<file path="src/rtl/mem_axil_bridge.sv">
// Native mem_valid/mem_ready to single-outstanding AXI4-Lite master bridge.
// Optional watchdog enabled by defining MEM_AXIL_BRIDGE_TIMEOUT_EN.
module mem_axil_bridge #(
  parameter int unsigned TIMEOUT_CYCLES = 1024,
  parameter logic [31:0] RD_ERR_DATA    = 32'hDEAD_BEEF
) (
  input  logic        clk,
  input  logic        rst,
  input  logic        mem_valid,
  input  logic        mem_instr,
  output logic        mem_ready,
  input  logic [31:0] mem_addr,
  input  logic [31:0] mem_wdata,
  input  logic [3:0]  mem_wstrb,
  output logic [31:0] mem_rdata,
  output logic        mem_axi_awvalid,
  input  logic        mem_axi_awready,
  output logic [31:0] mem_axi_awaddr,
  output logic [2:0]  mem_axi_awprot,
  output logic        mem_axi_wvalid,
  input  logic        mem_axi_wready,
  output logic [31:0] mem_axi_wdata,
  output logic [3:0]  mem_axi_wstrb,
  input  logic        mem_axi_bvalid,
  output logic        mem_axi_bready,
  output logic        mem_axi_arvalid,
  input  logic        mem_axi_arready,
  output logic [31:0] mem_axi_araddr,
  output logic [2:0]  mem_axi_arprot,
  input  logic        mem_axi_rvalid,
  output logic        mem_axi_rready,
  input  logic [31:0] mem_axi_rdata,
  output logic [31:0] rd_count,
  output logic [31:0] wr_count,
  output logic        err_timeout
);

  typedef enum logic [2:0] {
    IDLE,
    RD_ADDR,
    RD_DATA,
    WR_REQ,
    WR_RESP,
    DONE
  } state_t;

  state_t state;
  state_t state_nx;

  logic aw_done;
  logic w_done;
  logic ar_hs;
  logic r_hs;
  logic aw_hs;
  logic w_hs;
  logic b_hs;
  logic accept;
  logic is_wr;
  logic busy;
  logic fin;
  logic tmo;

  // Every valid/ready is a pure decode of registered state.
  assign mem_axi_arvalid = (state == RD_ADDR);
  assign mem_axi_rready  = (state == RD_DATA);
  assign mem_axi_awvalid = (state == WR_REQ) && !aw_done;
  assign mem_axi_wvalid  = (state == WR_REQ) && !w_done;
  assign mem_axi_bready  = (state == WR_RESP);
  assign mem_ready       = (state == DONE);
  assign mem_axi_awprot  = 3'b000;

  assign ar_hs  = mem_axi_arvalid && mem_axi_arready;
  assign r_hs   = mem_axi_rready && mem_axi_rvalid;
  assign aw_hs  = mem_axi_awvalid && mem_axi_awready;
  assign w_hs   = mem_axi_wvalid && mem_axi_wready;
  assign b_hs   = mem_axi_bready && mem_axi_bvalid;
  assign accept = (state == IDLE) && mem_valid;
  assign is_wr  = |mem_wstrb;
  assign fin    = r_hs || b_hs;

  assign busy = (state == RD_ADDR) || (state == RD_DATA) ||
                (state == WR_REQ)  || (state == WR_RESP);

`ifdef MEM_AXIL_BRIDGE_TIMEOUT_EN
  localparam int TW = $clog2(TIMEOUT_CYCLES + 1);

  logic [TW-1:0] tmo_cnt;
  logic          err_q;

  // A transaction completing on the limit cycle wins over the watchdog.
  assign tmo = busy && !fin &&
               (tmo_cnt == TW'(TIMEOUT_CYCLES - 1));
  assign err_timeout = err_q;

  always_ff @(posedge clk) begin
    if (rst) begin
      tmo_cnt <= '0;
      err_q   <= 1'b0;
    end else begin
      if (busy) tmo_cnt <= tmo_cnt + TW'(1);
      else      tmo_cnt <= '0;
      if (tmo)  err_q   <= 1'b1;
    end
  end
`else
  logic unused_cfg;

  assign unused_cfg  = (TIMEOUT_CYCLES == 0);
  assign tmo         = 1'b0;
  assign err_timeout = 1'b0;
`endif

  always_ff @(posedge clk) begin
    if (rst) state <= IDLE;
    else     state <= state_nx;
  end

  always_comb begin
    state_nx = state;
    unique case (state)
      IDLE:    if (mem_valid) state_nx = is_wr ? WR_REQ : RD_ADDR;
      RD_ADDR: if (ar_hs) state_nx = RD_DATA;
      RD_DATA: if (r_hs) state_nx = DONE;
      WR_REQ:  if ((aw_done || aw_hs) && (w_done || w_hs))
                 state_nx = WR_RESP;
      WR_RESP: if (b_hs) state_nx = DONE;
      DONE:    state_nx = IDLE;
      default: state_nx = IDLE;
    endcase
    if (tmo) state_nx = DONE;
  end

  always_ff @(posedge clk) begin
    if (rst) begin
      aw_done        <= 1'b0;
      w_done         <= 1'b0;
      mem_axi_araddr <= '0;
      mem_axi_arprot <= '0;
      mem_axi_awaddr <= '0;
      mem_axi_wdata  <= '0;
      mem_axi_wstrb  <= '0;
      mem_rdata      <= '0;
      rd_count       <= '0;
      wr_count       <= '0;
    end else begin
      if (accept) begin
        aw_done <= 1'b0;
        w_done  <= 1'b0;
        if (is_wr) begin
          mem_axi_awaddr <= mem_addr;
          mem_axi_wdata  <= mem_wdata;
          mem_axi_wstrb  <= mem_wstrb;
        end else begin
          mem_axi_araddr <= mem_addr;
          mem_axi_arprot <= {mem_instr, 2'b00};
        end
      end else begin
        if (aw_hs) aw_done <= 1'b1;
        if (w_hs)  w_done  <= 1'b1;
      end
      if (r_hs) begin
        mem_rdata <= mem_axi_rdata;
        rd_count  <= rd_count + 32'd1;
      end
      if (b_hs) wr_count <= wr_count + 32'd1;
      if (tmo && ((state == RD_ADDR) || (state == RD_DATA)))
        mem_rdata <= RD_ERR_DATA;
    end
  end

endmodule

</file>
<file path="config.mk">
export PLATFORM = sky130hd
export DESIGN_NAME = mem_axil_bridge
export DESIGN_NICKNAME = d
export VERILOG_FILES = /design/src/rtl/mem_axil_bridge.sv
export SDC_FILE = /design/constraint.sdc
export NUM_CORES = 1
export LEC_CHECK = 0
export ABC_AREA = 1
export BUFFER_PORTS_ARGS = -buffer_cell sky130_fd_sc_hd__buf_2
export CAP_MARGIN = 25
export CORE_UTILIZATION = 45
export DETAILED_ROUTE_END_ITERATION = 8
export PLACE_DENSITY_LB_ADDON = 0.05
export SLEW_MARGIN = 20
export SYNTH_ARGS = -nofsm -noshare
export SYNTH_HDL_FRONTEND = slang
export SYNTH_SLANG_ARGS = --single-unit
</file>
<file path="constraint.sdc">
create_clock -name clk -period 1.4 [get_ports clk]
set_input_delay 0.35 -clock clk [delete_from_list [all_inputs] [get_ports clk]]
set_output_delay 0.35 -clock clk [all_outputs]
set_load 0.05 [all_outputs]
</file>
### Word level (Yosys, flattened, before mapping)

Index checks and enable logic that the tools add are counted.

| storage, ports and cells | value |
|---|---|
| bits in registers | 202 |
| word-level logic and storage cells | 50 |

| cells by class | value |
|---|---|
| equal/unequal tests | 10 |
| add/sub/neg operators | 2 |
| bitwise operators | 1 |
| reduce and logical (&&, ||, !) cells | 19 |
| muxes and demuxes | 7 |

Operator list:

| operator | number |
|---|---|
| adder 32 x 1 -> 32 bit, second input constant | 2 |
| 2-to-1 mux 3 bit | 5 |
| case mux 3 bit (5 select lines) | 1 |
| logical AND 1 bit | 9 |
| inequality test 2 x 1 -> 1 bit, second input constant | 4 |
| equality test 3 x 2 -> 1 bit, second input constant | 2 |
| equality test 3 bit, second input constant | 2 |
| AND reduction 5 bit | 1 |
| AND reduction 2 bit | 2 |
| OR reduction 4 bit | 1 |
| equality test 3 x 1 -> 1 bit, second input constant | 1 |
| logical NOT 3 bit | 1 |
| logical NOT 1 bit | 2 |
| logical OR 1 bit | 2 |
| 2-to-1 mux 2 bit | 1 |
| inequality test 2 bit, second input constant | 1 |
| OR reduction 2 bit | 1 |
| NOT 1 bit | 1 |

### Longest topological paths before layout

Gate-level depths: netlist (run 1).

| logic depth | value |
|---|---|
| word-level depth | 7 |
| depth in mapped cells | 12 |
| mapped depth without buffers | 11 |

### Worst setup path before layout (run 1)

No wires, ideal clock.

| timing path | value |
|---|---|
| kind | register -> output |
| start | register state[0] |
| end | output mem_ready |
| path buffers | 0 |
| stages on the path, launching flop included | 3 |
| data required time | 1.050 ns |
| arrival time | 1.630 ns |
| path slack | -0.580 ns |
| path through | dfxtp_1 inv_2 nor3_1 |

| between the ends | value |
|---|---|
| word-level cells in the longest chain between the ends | 1 |

Ends and longest elaborated chain:

| what | line | text |
|---|---|---|
| start, declared | 47 | `state_t state;` |
| start signal, assigned | 115 | `else state <= state_nx;` |
| equality test 3 bit | 69 | `assign mem_ready = (state == DONE);` |
| end, declared | 11 | `output logic mem_ready,` |

No other way between the ends.

### Final worst setup path (run 1)

| timing path | value |
|---|---|
| start | register state[2] |
| end | output mem_axi_awvalid |

| between the ends | value |
|---|---|
| word-level cells in the longest chain between the ends | 2 |

Ends and longest elaborated chain:

| what | line | text |
|---|---|---|
| equality test 3 x 2 -> 1 bit | 66 | `assign mem_axi_awvalid = (state == WR_REQ) && !aw_done;` |
| logical AND 1 bit | 66 |  |
| end, declared | 16 | `output logic mem_axi_awvalid,` |

No other way between the ends.

==> results of run 1 <==
==> cell usage after synthesis (all sizes together) <==
cell | number | share of area
conb | 1 | 0.00044
and2 | 2 | 0.0015
nor3b | 1 | 0.00089
a21oi | 47 | 0.028
inv | 88 | 0.039
xor2 | 1 | 0.0010
a211oi | 1 | 0.00089
buf | 32 | 0.027
o21a | 7 | 0.0062
ha | 2 | 0.0030
dfxtp | 202 | 0.48
nand3 | 38 | 0.026
nand2 | 167 | 0.076
and3 | 4 | 0.0030
nor3 | 15 | 0.011
o21ai | 160 | 0.095
xnor2 | 1 | 0.0010
or2 | 2 | 0.0015
clkbuf | 27 | 0.012
o21ba | 2 | 0.0024
o21bai | 3 | 0.0027
nor2 | 372 | 0.18
nand4 | 11 | 0.0089
==> power by group through the flow <==
stage / combinational (W) / clock [W] / sequential [W]
finish: 0.0118 / 0.00616 / 0.00738
global route: 0.0122 / 0.00645 / 0.00746
CTS: 0.00983 / 0.00614 / 0.00710
detailed placement: 0.00731 / 0 / 0.00719
global placement: 0.00727 / 0 / 0.00717
floorplan: 0.00240 / 0 / 0.0100
==> flip-flops by register name, summed over array words and instances, names as in the netlist <==
signal and cells:
aw_done 1, mem_axi_araddr 32, mem_axi_arprot 1, mem_axi_awaddr 32, mem_axi_wdata 32, mem_axi_wstrb 4
mem_rdata 32, rd_count 32, state 3, w_done 1, wr_count 32
==> per-stage QoR <==
stage	worst slack (ns)	area, sq um	instances
floorplan	-0.1026	8788	1191
global placement	-0.2313	11060	1747
detailed placement	-0.2839	11060	1747
CTS	-0.4506	13490	1852
global route	-0.5088	15850	1877
finish	-0.4471	15850	1880
==> cell type report <==
| type | instances | area (sq um) |
|---|---|---|
| Clock buffer | 35 | 711.9 |
| Sequential cell | 202 | 4360 |
| Clock inverter | 7 | 63.81 |
| Antenna cell | 5 | 12.51 |
| Multi-Input combinational cell | 842 | 4920 |
| Inverter | 88 | 369.1 |
| Tap cell | 229 | 286.5 |
| Timing Repair inverter | 1 | 11.26 |
| Timing Repair Buffer | 471 | 5117 |
| Fill cell | 912 | 2356 |
==> worst max-delay path: cells and delay by family (launching register included) <==
kind | cells | cell delay [ns]
buffers and inverters | 2 | 0.29
AND/OR/NAND/NOR | 3 | 0.34
flip-flops | 1 | 0.36
==> how the worst max path moves through the flow <==
| stage | startpoint | to | slack (ns) | cells past startpoint |
|---|---|---|---|---|
| 4_1_cts | state[2] | mem_axi_arvalid | -0.45 | 4 |
| 5_1_grt | state[2] | mem_axi_araddr[6] | -0.51 | 9 |
| 3_3_place_gp | state[1] | rd_count[5] | -0.23 | 7 |
| 2_1_floorplan | state[1] | mem_axi_awvalid | -0.10 | 5 |
| 6_report | state[2] | mem_axi_awvalid | -0.45 | 5 |
| 3_5_place_dp | state[1] | rd_count[26] | -0.28 | 8 |
==> cell families after synthesis <==
group,share of synthesized area
xor+xnor,0.002070
compound gates,0.1345
simple gates,0.3046
fa+ha+maj,0.002955
buf+inv,0.07774
flops,0.4777
other cells,0.0004430
==> what timing repair did <==
| action | 4_1_cts | 5_1_grt |
|---|---|---|
| pin swaps | 39 | 77 |
| setup endpoints to repair | 395 | 401 |
| setup buffers | 41 | 29 |
| gates cloned | 22 | 6 |
| resized for setup | 259 | 933 |
==> metal layers <==
layer / vias up / routed length [um] / GRT usage
met1: 4792 / 12960 / 0.3535
met3: 129 / 2756 / 0.07320
met4: 0 / 1600 / 0.1035
met2: 431 / 18470 / 0.5447
met5: - / 0 / 0
li1: 4679 / - / -
==> impl_summary.md, run 1 <==
Placed design
The estimated wirelength of the detail-placed design is roughly 18,000 um. The placer's final routability congestion estimate is 0.8973. The count of buffers inserted at the top-level ports is between 300 and 400.

Pwr
The share of total power dissipated in combinational logic is 0.465. The share of total power dissipated in sequential elements is 0.291. The net switching power is 0.01010 W. The overall power consumption is ~0.025 W. Of the total power, the share spent switching nets is 0.3986.

The peak supply drop is 1.591 mV. Dividing total power by cell area gives a power density of between 1500 and 2000 mW/mm^2. The analysis attributes to cell leakage a power of slightly below 7 nW. The share of power burned in the clock network is 0.243. The internal power summed over all cells is ~0.015 W.

Clock tree
The depth of the CTS H-tree is 1. The TritonCTS clock tree is built. The TritonCTS buffer count is 23. For the worst-skew pair, the clock arrives at the later sink with an insertion delay of 0.51 ns. Clock tree synthesis selected as its root buffer the cell sky130_fd_sc_hd__clkbuf_16. No sink is reached through more buffers than the 3 on the longest clock path.

The post-CTS clock slew at the launch and capture registers of the worst setup and hold paths is approximately 0.060 ns. The number of hold buffers added after cts is 0. The clock net in this run drives a total of between 200 and 250 sinks.

Global route
The wire length of the first global-routing pass is 46,930 um. The total global routing overflow is 0. For this run, the total global-route usage over all layers was measured as 0.3041. The via count of the first global-routing pass is 8,849. The largest net degree at the start of global routing is 57.

The initial antenna violation count came to 4.

STA
In the post-route analysis, the smallest setup slack over all paths is -0.4471 ns. Static timing analysis puts the maximum clock frequency at roughly 540 MHz. The setup-violating endpoint count in the final report is between 200 and 250. The number of hold violations in the final report is 0. Counting I/O delays and the setup requirement, the final critical path takes ~1.8 ns. The final number of max-transition violations is 0.

In the finished design, the share of the clock period the worst path needs comes to 1.319. Between clock sinks in the finished design, the worst skew comes to 0.01799 ns. After routing, the total negative slack on setup checks comes to -47.96 ns. Hold is met by about 0.047 ns. Setup repair after global routing could not meet its margin everywhere.

Critical path
Along the worst path, the maximum fanout reaches 4. The most common cell type on the critical path is sky130_fd_sc_hd__nor2_4. For the worst setup path, the data arrival time is approximately 1.5 ns. The capturing point of the worst reg2reg path is mem_axi_araddr[6]. STA puts the critical path data required time at 1.05 ns.

The worst stage delay on the critical path is approximately 0.36 ns. The startpoint class of the critical path is a flip-flop. The kind of critical path is reg2out. The type of element capturing the critical path is an output pin. The slowest library cell on the worst path is sky130_fd_sc_hd__dfxtp_4. The number of cells on the worst reg-to-reg path is 10. The worst register-to-register path begins at state[2]. The register-to-register setup slack is -0.43 ns.

The critical path goes through buf_4 -> nor2_4 -> nand2_4 -> nor2_4 -> buf_12.

Floorplanning
The die is about 140 um tall. The floorplan has 49 rows. The standard cell core area is ~0.018 sq mm.

The die covers roughly 0.019 sq mm. In this run the count of I/O pins placed on the die edge is between 300 and 400. The initial cell density of the core is 0.4649. Measured along the x axis, the die boundary spans between 100 and 150 um.

Worst hold path
The worst hold path was traced through 3 stages. The min-delay analysis places its worst path in the category in2reg. The path with the worst hold slack has its endpoint at mem_axi_arprot[2]. The worst hold path begins at mem_instr.

Layout
The net count of the finished layout is ~1,700. Leaving out fill and tap cells, the most frequent cell in the layout is sky130_fd_sc_hd__nor2_1. In the final layout, the share of cells above drive strength 1 is 0.5547.

The end-of-flow core utilization is 0.8706. Leaving out fill and tap cells, the most frequent cells in the layout are 247 x sky130_fd_sc_hd__nor2_1, 172 x sky130_fd_sc_hd__buf_6, 134 x sky130_fd_sc_hd__nand2_1. The layout-stage area growth over the synthesis result is 87.26%.

Synthesis
The cell count after synthesis came out at around 1,200. The synthesis-stage register bit count is approximately 200. The average cell area after synthesis is 7.138 sq um.

The post-synthesis instance area is around 0.0085 sq mm. The fraction of the yosys area taken by sequential cells is 0.4777. The number of distinct library cells after synthesis is 37. During synthesis, Yosys emitted a total of 0 warnings.

Route
The overall via count from detail_route is 10,031. The number of design rule violations left after detail routing is 24. The average wire per cell in the routed design is ~19 um. Dividing the detail-routed via count by the number of cells gives 5.336. The first-pass iteration count of the detailed router is 7. In this run the remaining antenna-violating nets after routing total 0. The first routing iteration left approximately 510 violations. After detailed routing, the total wire length is about 36,000 um.

Run status
The final reports fail on DRC, setup timing. The flow ran to the end, but the final reports show violations.

Flow run
The max capacitance violation total is 0.
No activity file was read; power rests on OpenSTA's default activity.
==> inputs of run 2 (changes only) <==
- ABC_AREA: 1 -> 0
- BUFFER_PORTS_ARGS: -buffer_cell sky130_fd_sc_hd__buf_2 -> unset
- CORE_UTILIZATION: 45 -> 55
- DONT_BUFFER_PORTS: unset -> 1
==> run 2 against run 1 <==
The flow now stops in global routing; synthesized cell count shrank 17%; area after synthesis shrank 5.2%.
==> impl_summary.md, run 2 <==
Synthesis
By instance count, the leading cell after synthesis is sky130_fd_sc_hd__nand2_1. The synthesis-stage register bit count is 202 (unchanged). Sorting the synthesized cells by how often they occur yields 292 x sky130_fd_sc_hd__nand2_1, 202 x sky130_fd_sc_hd__dfxtp_1, 181 x sky130_fd_sc_hd__a21oi_1.

The average cell area after synthesis is 8.111 sq um (+14%). The async set-or-reset flop fraction in the synthesized netlist was 0 (unchanged). Yosys attributes the largest share of cell area to sky130_fd_sc_hd__dfxtp_1 50%, sky130_fd_sc_hd__nand2_1 14%, sky130_fd_sc_hd__a21oi_1 11%.

The number of distinct library cells after synthesis is 46 (+24%). The top-area cell type share of the netlist area is 0.5041 (+0.02645). The count of synthesis-stage warnings from yosys is 0 (unchanged). The number of flops mapped to enable cells by yosys is 0 (unchanged). The number of instances in the synthesized netlist came to 989 (-17%). The primary flip-flop cell chosen by synthesis mapping is sky130_fd_sc_hd__dfxtp_1.

The cell taking the most area after synthesis is sky130_fd_sc_hd__dfxtp_1. The post-synthesis instance area was 0.008021 sq mm (-5.2%). The fraction of the yosys area taken by sequential cells was 0.5041 (+0.02645).

Placed design
The count of buffers inserted at the top-level ports is 0 (-100%). The placed instance count is 1,284 (-27%). The placer's final routability congestion estimate was 0.8674 (-3.3%).

The estimated wirelength of the detail-placed design is 16,520 um (-10%).

STA
The worst setup endpoint after the global-route repair_timing is wr_count[12]$_SDFFE_PP0P_/D. After the last repair the worst path ends at a register input.

Clock tree
The maximum count of clock buffers along a single path came to 3 (unchanged). The TritonCTS buffer count is 21 (-8.7%). The depth of the CTS H-tree is 1 (unchanged).

The tree is rooted in a sky130_fd_sc_hd__clkbuf_16. The number of sinks driven by the clock tree is 202 (unchanged).

Floorplanning
The number of standard-cell rows in the floorplan was 43 (-12%). The count of boundary I/O pins was 318 (unchanged). The initial cell density of the core is 0.5712 (+0.1063). The floorplan die width came to 122.8 um (-12%). The vertical extent of the die is 122.8 um (-12%).

Global route
The largest net degree at the start of global routing is approximately 200.

Run status
The run stopped with a tool error. The first error in the log reads "[ERROR DPL-0038] Utilization greater than 100%, impossible to legalize". Progress stopped at global routing.
run 2: changes by cell type after synthesis, sizes merged, moves of 33 or more:
cell | before | now
nand2 | 167 | 292
a21oi | 47 | 181
o31ai | 0 | 33
o21ai | 160 | 14
nor2 | 372 | 23
inv | 88 | 11
or4 | 0 | 36
run 2: repair_timing:
| item | 4_1_cts |
|---|---|
| endpoints found under the hold margin | 199 |
| setup buffers | 37 |
| cloned | 23 |
| gates resized for setup | 457 |
| setup endpoints to repair | 362 |
| pin swaps | 91 |
run 2: cells by family after synthesis:
| logic type | after synthesis | share of synthesized area |
|---|---|---|
| simple gates | 443 | 0.2599 |
| fa+ha+maj | 2 | 0.003119 |
| compound gates | 236 | 0.1600 |
| other cells | 1 | 0.0004675 |
| buf+inv | 85 | 0.04960 |
| flops | 202 | 0.5041 |
| xor+xnor | 16 | 0.01747 |
| mux | 4 | 0.005303 |
run 2: stage by stage:
stage	worst slack [ns]	utilization	instance area [sq um]	hold WS [ns]
3_3_place_gp	-0.4448	0.6938	9742	0.4214
2_1_floorplan	-0.4542	-	8541	0.4833
4_1_cts	-0.5196	0.9062	12720	-0.09428
3_5_place_dp	-0.5228	0.6938	9742	0.4221
==> inputs of run 3 (changes only) <==
- CORE_UTILIZATION: 55 -> 40
- PLACE_DENSITY_LB_ADDON: 0.05 -> 0.15
- clock period: 1.4 -> 1.82 ns (I/O delays scaled with it)
==> run 3 against run 2 <==
The flow now finishes, with violations (setup timing); area after synthesis did not move; synthesized cell count unchanged.
==> impl_summary.md, run 3 <==
Run status
The flow ran to the end, but the final reports show violations. The final reports fail on setup timing.

Layout
In the final layout, the share of cells above drive strength 1 is 0.3955. Relative to the synthesized area, the layout overhead comes to 42.16%. The end-of-flow core utilization is 0.5821. In the layout the commonest cells are 213 x sky130_fd_sc_hd__nand2_1, 154 x sky130_fd_sc_hd__dfxtp_1, 108 x sky130_fd_sc_hd__a21oi_1. The count of nets after finishing is 1,214. The number of fillers in the final layout is about 1,800. The number of antenna diodes in the final layout is 0. The most frequent standard cell in the layout excluding fill and tap cells is sky130_fd_sc_hd__nand2_1.

Worst hold path
The end point of the worst hold path is wr_count[29]. The path class of the tightest hold or removal check is in2reg. The worst hold path begins at rst. Counting instances, the worst hold path has a depth of 1.

Synthesis
The async set-or-reset flop fraction in the synthesized netlist is 0 (unchanged). The synthesis-stage register bit count is 202 (unchanged). Counting instances in the post-synthesis netlist gives the leading cell types as 292 x sky130_fd_sc_hd__nand2_1, 202 x sky130_fd_sc_hd__dfxtp_1, 181 x sky130_fd_sc_hd__a21oi_1. The count of synthesis-stage warnings from yosys is 0 (unchanged).

The share of the synthesized area in compound gates (AO/OA/AOI/OAI) is 0.1600 (unchanged). The average cell area after synthesis is 8.111 sq um (unchanged). Yosys attributes the largest share of cell area to sky130_fd_sc_hd__dfxtp_1 50%, sky130_fd_sc_hd__nand2_1 14%, sky130_fd_sc_hd__a21oi_1 11%. The post-synthesis instance area is 0.008021 sq mm (unchanged). The synthesized design spends more area on one cell type than any other, namely sky130_fd_sc_hd__dfxtp_1. The number of flops mapped to enable cells by yosys is 0 (unchanged). The fraction of the yosys area taken by sequential cells was 0.5041 (unchanged). The most used flip-flop cell after synthesis is sky130_fd_sc_hd__dfxtp_1. The most frequent cell after synthesis is sky130_fd_sc_hd__nand2_1. The top-area cell type share of the netlist area was 0.5041 (unchanged). The number of instances in the synthesized netlist was 989 (unchanged). The proportion of synthesized area in mux cells is 0.005303 (unchanged). The number of distinct library cells after synthesis is 46 (unchanged). The dominant combinational cell family by area after synthesis is simple AND/OR/NAND/NOR gates. The synthesized-area fraction occupied by adder cells is 0.003120 (unchanged). The basic-gate share of the synthesized area counting and, or, nand and nor cells came to 0.2599 (unchanged). The xor/xnor share of the synthesized area is 0.01747 (unchanged).

Route
The first detailed-routing pass took 5 iterations. The detail-routed via count per cell is roughly 5.4. The DRC marker count from the first detailed-route iteration is 407. The wire length reported by the detailed router is 25,930 um.

Detailed routing inserted a total of around 7,500 vias. Dividing the detail-routed wire length by the instance count gives 18.72 um. The number of design rule violations left after detail routing is 0. The count of nets left with antenna violations once routing finished came out at 0.

Global route
The via count of the first global-routing pass is about 6,500. Entering global routing, the biggest net connects a little over 200 pins. The wire length of the first global-routing pass is between 30,000 and 40,000 um.

The total global routing overflow is 0. The initial antenna violation count came to 0. The total global routing track utilization is 0.2103.

STA
Timing would allow up to 499.9 MHz. The final clock period utilization by the worst path is 1.099. The final number of max-transition violations is 0.

The number of hold violations in the final report came to 0. Setup violations remaining at the end of the flow were counted as around 130. The relative slew slack is 0.4654. Setup repair after global routing could not meet its margin everywhere. The post-layout minimum cycle time is between 2 and 2.5 ns. The tightest hold margin is approximately 0.05 ns. The worst clock skew is ~0.028 ns. The slew at the pin closest to its max-slew limit is 0.8020 ns.

Once routing completed, OpenROAD measured the worst setup slack at -0.1806 ns.

Critical path
The capturing point of the worst reg2reg path is mem_axi_araddr[20]. STA puts the critical path data required time at ~2.3 ns. The source of the worst register-to-register timing path is state[2].

The peak fanout along the critical path is 8. The register-to-register setup slack is -0.18 ns. The worst register-to-register path has a depth of 10. The critical path starts at state[2]. STA classifies the critical path startpoint as a flip-flop. The arrival time of the worst setup path is between 2 and 2.5 ns. STA classifies the critical path endpoint as a flip-flop. The critical path in this run is classified as reg2reg.

Placed design
The count of buffers inserted at the top-level ports is 0 (unchanged). The pre-CTS setup slack is -0.1027 ns (+0.4201 ns). The placer's final routability congestion estimate is 0.7581 (-13%).

The estimated wirelength of the detail-placed design is 15,250 um (-7.7%).

Floorplanning
The initial cell density of the core is 0.4095 (-0.1618). The floorplan die width is 143.6 um (+17%). The count of boundary I/O pins came to 318 (unchanged).

The die covers 0.02062 sq mm. The region available for standard cell placement spans 0.01959 sq mm. The number of standard-cell rows in the floorplan is 51 (+19%).

The vertical extent of the die is 143.6 um (+17%).

Clock tree
The later pin in the worst-skew pair is clocked with a latency of approximately 0.52 ns. The number of sinks driven by the clock tree is 202 (unchanged). The TritonCTS clock tree is built. The TritonCTS buffer count was 23 (+9.5%). Clock-pin slew was measured on the worst setup and hold paths at ~0.06 ns. The maximum count of clock buffers along a single path is 3 (unchanged).

The CTS root buffer is sky130_fd_sc_hd__clkbuf_16. The depth of the CTS H-tree is 1 (unchanged).

Pwr
The leakage dissipation is around 4.1 nW. Across the VDD grid, the largest voltage drop is 0.9380 mV. In this run the power density over the cells is approximately 1300 mW/mm^2.

Flow run
Max-cap violations in this run came to 0.
==> run 3: layout make-up <==
cell class	instances	area, sq um	share of cell area
Timing Repair Buffer	153	1650	0.1447
Clock buffer	32	690.7	0.06057
Sequential cell	202	4179	0.3665
Clock inverter	10	130.1	0.01141
Multi-Input combinational cell	712	4378	0.3839
Tap cell	265	331.6	0.02908
Inverter	11	43.79	0.003840
==> run 3: where the power goes <==
| group | leakage, nW | switching, W | internal [W] |
|---|---|---|---|
| clock | 0.406 | 0.00182 | 0.00307 |
| combinational | 2.00 | 0.00160 | 0.00146 |
| sequential | 1.67 | 0.00153 | 0.00479 |
| total | 4.07 | 0.00496 | 0.00931 |
==> run 3: kinds of logic (layout without fill, tap and decap cells) <==
family	Yosys count	count (layout)
simple gates	443	448
compound gates	236	236
flops	202	202
buf+inv	85	206
xor+xnor	16	16
mux	4	4
fa+ha+maj	2	2
other cells	1	6
==> run 3: worst max path at each step <==
stage | slack (ns) | cells after the start | to
finish | -0.18 | 10 | mem_axi_araddr[20]
global route | -0.25 | 6 | mem_axi_wvalid
CTS | -0.20 | 6 | mem_axi_awvalid
detailed placement | -0.10 | 4 | rd_count[31]
global placement | -0.11 | 4 | rd_count[31]
floorplan | -0.11 | 5 | wr_count[27]
==> run 3: through the flow <==
stage               cell area [sq um]  total power [W]  setup TNS [ns]  std cells
detailed placement               9159         0.008173         -0.7551       1299
global route                    11400          0.01479          -21.96       1385
CTS                             10280          0.01341          -1.262       1357
floorplan                        8217         0.007605         -0.5748        994
finish                          11400          0.01427          -12.65       1385
global placement                 9159         0.008149         -0.3633       1299
==> run 3: timing repair <==
item | CTS | global route
endpoints found under the hold margin | 0 | 1
pin swaps | 21 | 56
resized for setup | 39 | 204
hold buffers | 0 | 1
setup endpoints to repair | 27 | 151
buffers inserted | 10 | 9
gates cloned | 6 | 18
==> run 3: metal layers <==
layer	wire length, um	GRT usage
met1	11230	0.2701
met2	12160	0.3421
met3	2118	0.06465
met4	418	0.05263
met5	0	0
==> run 3: worst max-delay path, cell delays in order (launching register included) <==
cell	delay, ns
sky130_fd_sc_hd__dfxtp_2	0.33
sky130_fd_sc_hd__buf_6	0.12
sky130_fd_sc_hd__buf_8	0.12
sky130_fd_sc_hd__buf_4	0.14
sky130_fd_sc_hd__nor4b_4	0.27
sky130_fd_sc_hd__buf_6	0.17
sky130_fd_sc_hd__buf_12	0.11
sky130_fd_sc_hd__and2_4	0.25
sky130_fd_sc_hd__clkbuf_16	0.22
sky130_fd_sc_hd__nand2_4	0.05
sky130_fd_sc_hd__a21oi_2	0.13
